<file path="src/rtl/sreg_shift_ctrl.sv">
// Purpose: load+shift job controller for an external N-bit universal shift register (Moore FSM).
// Latency: cnt+2 cycles from the accept cycle to the done pulse; one IDLE cycle between jobs.
// Backpressure: start_ready is high only in IDLE; start_valid is ignored while a job runs.
//
// Ports:
//   clk, clr           clock, asynchronous active-low reset
//   start_valid/ready  job handshake (accept on rising edge when both high)
//   data, dir, cnt     job word, shift direction, shift count (saturated to N)
//   fill               serial fill bit for vacated positions
//   dout_r, dout_l     shift-register bit N-1 / bit 0 fed back (rotate build only)
//   M, p_load          mode (00 load, 01 toward bit 0, 10 toward bit N-1, 11 idle), load word
//   Din_R, Din_L       serial inputs entering bit 0 / bit N-1
//   busy, done         job in progress, one-cycle completion pulse
// Build option: define SREG_SHIFT_CTRL_ROTATE_EN to feed the shifted-out bit back in SHIFT
// (rotate); otherwise the captured fill bit drives both serial inputs.
module sreg_shift_ctrl #(
  parameter int N  = 8,
  parameter int CW = 4
) (
  input  logic          clk,
  input  logic          clr,
  input  logic          start_valid,
  output logic          start_ready,
  input  logic [N-1:0]  data,
  input  logic          dir,
  input  logic [CW-1:0] cnt,
  input  logic          fill,
  input  logic          dout_r,
  input  logic          dout_l,
  output logic [1:0]    M,
  output logic [N-1:0]  p_load,
  output logic          Din_R,
  output logic          Din_L,
  output logic          busy,
  output logic          done
);

  typedef enum logic [1:0] {
    S_IDLE  = 2'd0,
    S_LOAD  = 2'd1,
    S_SHIFT = 2'd2,
    S_DONE  = 2'd3
  } state_t;

  localparam logic [1:0]    M_LOAD = 2'b00;
  localparam logic [1:0]    M_DN   = 2'b01;  // bit i <- bit i+1
  localparam logic [1:0]    M_UP   = 2'b10;  // bit i <- bit i-1
  localparam logic [1:0]    M_HOLD = 2'b11;
  localparam logic [CW-1:0] LP_N   = CW'(N);

  state_t        r_state;
  state_t        w_next;
  logic [N-1:0]  r_data;
  logic          r_dir;
  logic          r_fill;
  logic [CW-1:0] r_cnt;
  logic          w_accept;
  logic [CW-1:0] w_cnt_sat;

  assign w_accept  = (r_state == S_IDLE) && start_valid;
  // More than N shifts would only push fill through again; saturate to N.
  assign w_cnt_sat = (cnt > LP_N) ? LP_N : cnt;

  // State register
  always_ff @(posedge clk or negedge clr) begin
    if (!clr) r_state <= S_IDLE;
    else      r_state <= w_next;
  end

  // Job capture and shift down-counter
  always_ff @(posedge clk or negedge clr) begin
    if (!clr) begin
      r_data <= '0;
      r_dir  <= 1'b0;
      r_fill <= 1'b0;
      r_cnt  <= '0;
    end else if (w_accept) begin
      r_data <= data;
      r_dir  <= dir;
      r_fill <= fill;
      r_cnt  <= w_cnt_sat;
    end else if (r_state == S_SHIFT) begin
      r_cnt  <= r_cnt - CW'(1);
    end
  end

  // Next-state logic
  always_comb begin
    w_next = r_state;
    case (r_state)
      S_IDLE:  if (w_accept) w_next = S_LOAD;
      S_LOAD:  w_next = (r_cnt != '0) ? S_SHIFT : S_DONE;
      // Counter holds the remaining shifts including this one; leave on the last.
      S_SHIFT: if (r_cnt <= CW'(1)) w_next = S_DONE;
      S_DONE:  w_next = S_IDLE;
      default: w_next = S_IDLE;
    endcase
  end

  // Output decode (registered state only, except rotate feedback in SHIFT)
  assign p_load = r_data;

  always_comb begin
    M           = M_HOLD;
    busy        = 1'b1;
    start_ready = 1'b0;
    done        = 1'b0;
    Din_R       = r_fill;
    Din_L       = r_fill;
    case (r_state)
      S_IDLE: begin
        busy        = 1'b0;
        start_ready = 1'b1;
      end
      S_LOAD:  M = M_LOAD;
      S_SHIFT: begin
        M = r_dir ? M_UP : M_DN;
`ifdef SREG_SHIFT_CTRL_ROTATE_EN
        // The bit leaving one end re-enters at the other end.
        if (r_dir) Din_R = dout_r;
        else       Din_L = dout_l;
`endif
      end
      S_DONE:  done = 1'b1;
      default: M = M_HOLD;
    endcase
  end

`ifndef SREG_SHIFT_CTRL_ROTATE_EN
  // Feedback bits are not needed when filling.
  logic w_unused_fb;
  assign w_unused_fb = dout_r ^ dout_l;
`endif

endmodule

</file>
<file path="config.mk">
export PLATFORM = sky130hd
export DESIGN_NAME = sreg_shift_ctrl
export DESIGN_NICKNAME = d
export VERILOG_FILES = /design/src/rtl/sreg_shift_ctrl.sv
export SDC_FILE = /design/constraint.sdc
export NUM_CORES = 1
export LEC_CHECK = 0
export ABC_AREA = 0
export BUFFER_PORTS_ARGS = -buffer_cell sky130_fd_sc_hd__buf_2
export CAP_MARGIN = 20
export CORE_AREA = 2 2 45 51
export DETAILED_ROUTE_END_ITERATION = 8
export DIE_AREA = 0 0 47 53
export HOLD_SLACK_MARGIN = 0.06
export PLACE_DENSITY = 0.8
export REMOVE_ABC_BUFFERS = 1
export SLEW_MARGIN = 20
export SYNTH_ARGS = -nofsm -noshare
export SYNTH_HDL_FRONTEND = slang
export SYNTH_SLANG_ARGS = --single-unit
</file>
<file path="constraint.sdc">
create_clock -name clk -period 1.76 [get_ports clk]
set_clock_uncertainty 0.05 [all_clocks]
set_input_delay 0.176 -clock clk [delete_from_list [all_inputs] [get_ports clk]]
set_output_delay 0.176 -clock clk [all_outputs]
set_load 0.01 [all_outputs]
</file>
==> reports/qor.yml <==
grt_start_max_net_pins: 19
tightest_slew_ns: 0.3591
max_freq_ghz: 0.6090
p_sw_uw: 758.4
status: "finished, final reports clean"
routedWlPerCell_um: 10.71
drive_above_1_share: 0.5192
slew_violations: 0
hold_viol_final: 0
clkTransAtPathRegs_ns: 0.09
dpl_cell_area_um2: 1023
grt_pass1_vias: 583
track_usage: 0.1264
power_frac_seq: 0.367
most-common-layout-cells: "31 x buf_2, 16 x dfrtp_1, 11 x mux2_2"
internal_power_mw: 1.214
drtIter0Drc: 9
ant_nets: 0
crit_fanout: 5
postLayoutCellArea_um2: 1090
synth_warnings: 0
reg2regPathDepth: 4
clk_latency_ns: 0.27
final.setup.tns_ns: 0
io_pins: 34
antenna_cells: 0
setup-violations-final: 0
cts_tree: "built"
rsz0062_at_grt: "no"
yosysSeqAreaShare: 0.4699
drv_cap: 0
wl_um: 1414
critical_path_depth: 5
die_w_um: 47
p_leak_nw: 0.5251
viasPerCell: 4.667
ir_drop_v: 0.0009132
grt_first_pass_wirelength_um: 2325
start_util: 0.4354
port_buffers: 31
vias: 616
yosys-top-cells-area: "dfrtp_1 47%, mux2_2 15%, ha_1 10%"
rrSetupSlack_ns: 0.12
synth_edf_count: 0
required_ns: 1.53
synth-seq-cells: 16
finalCriticalPeriod_ns: 1.642
hold_depth: 2
clockRootBuffer: "clkbuf_4"
power_frac_clock: 0.114
power_frac_comb: 0.519
crit_arrival_ns: 1.42
area_delta_synth_final_pct: 27.90
max_stage_delay_ns: 0.40
critPathKind: "register to output pin"
async_flop_share: 1.000
syn_area_um2: 852.1
drc_errors: 0
crit_chain: "inv_2, ha_4, buf_4, mux2i_1, buf_2"
dr.pass1.iters: 4
final_common_cell: "buf_2"
cts_buffers: 3
rows: 17
ctsHtreeMaxLevel: 1
slew-limit-headroom: 0.7597
total_power_mw: 1.972
gp_congestion: 0.6564
syn_inst: 69
dieArea_um2: 2491
period_share: 0.9330
path_buf_inv: 3
cp-start-kind: "register"
slowest_stage: "dfrtp_1"
grt_antenna_before_repair: 0
worstHoldPathType: "input port to register"
yosysTopAreaCellShare: 0.4699
power.density_nw_per_um2: 1809
clockBufferDepth: 2
crit_path_end_kind: "output pin"
ys.flop_type: "dfrtp_1"
hpwl_um: 1128
fp.dieH_um: 53
synth.avg_cell_area_um2: 12.35
synth_top_cell_by_area: "dfrtp_1"
overflow: 0
switching_share: 0.3846
fin_nets: 131
clock_sinks: 16
synth_cell_type_count: 21
cpLargestDelayFamily: "flip-flops"
core_area_um2: 1957
==> stage by stage <==
step	instances	setup WS, ns	utilization	hold slack (ns)
2_1_floorplan	66	0.2584	-	-0.1696
3_3_place_gp	126	0.2047	0.5230	0.04398
3_5_place_dp	126	0.1628	0.5230	0.04623
4_1_cts	131	0.005987	0.5531	0.07685
5_1_grt	132	0.02057	0.5569	0.07015
6_report	132	0.1178	0.5569	0.08272
==> registers in the layout, indices dropped and copies added, names as in the netlist <==
signal	cells
Din_L	1
p_load	8
r_cnt	4
r_dir	1
r_state	2
==> power groups by stage <==
stage | combinational [mW] | clock (mW) | sequential [mW]
2_1_floorplan | 0.624 | 0 | 0.766
3_3_place_gp | 0.960 | 0 | 0.713
3_5_place_dp | 0.999 | 0 | 0.724
4_1_cts | 1.02 | 0.233 | 0.727
5_1_grt | 1.14 | 0.253 | 0.755
6_report | 1.02 | 0.225 | 0.723
==> cells in the mapped netlist (2+ instances only) <==
cell      n
dfrtp_1  16
a21oi_1   8
buf_4     2
nand2_1   2
nor2_1    3
inv_1     6
ha_1      7
mux2_2   11
xnor2_1   2
==> timing repair <==
action | CTS | global route
gates resized for setup | 2 | 1
buffers inserted | 0 | 1
endpoints found under the setup margin | 2 | 2
endpoints found under the hold margin | 16 | 0
hold buffers | 1 | 0
==> kinds of logic after synthesis <==
group | Yosys count | share of synthesized area
fa+ha+maj | 7 | 0.1028
xor+xnor | 3 | 0.03084
flops | 16 | 0.4699
mux | 12 | 0.1571
simple gates | 8 | 0.06462
buf+inv | 9 | 0.05726
compound gates | 14 | 0.1175
==> area by class of cell <==
cell class / count / area (um^2)
sequential: 16 / 400.4
multi-input combinational: 44 / 415.4
inverter: 6 / 22.52
fill: 181 / 867.1
clock buffer: 4 / 36.28
tap: 28 / 35.03
timing repair buffer: 34 / 180.2
==> final timing paths <==
check	startpoint	end
hold reg to reg	p_load[2]$_DFFE_PN0P_	p_load[2]$_DFFE_PN0P_
min in group asynchronous	clr	p_load[6]$_DFFE_PN0P_
max in group asynchronous	clr	p_load[2]$_DFFE_PN0P_
hold / removal	data[5]	p_load[5]$_DFFE_PN0P_
setup / recovery	r_state[0]$_DFFE_PN0P_	M[0]
setup reg to reg	r_state[1]$_DFFE_PN0P_	p_load[6]$_DFFE_PN0P_
==> metal layers <==
| layer | share of wire | GRT usage | vias up |
|---|---|---|---|
| met5 | 0 | 0 | - |
| li1 | - | - | 307 |
| met4 | 0 | 0.02778 | 0 |
| met1 | 0.43 | 0.1550 | 285 |
| met2 | 0.51 | 0.2329 | 24 |
| met3 | 0.065 | 0.01024 | 0 |
No activity file was read; power rests on OpenSTA's default activity.
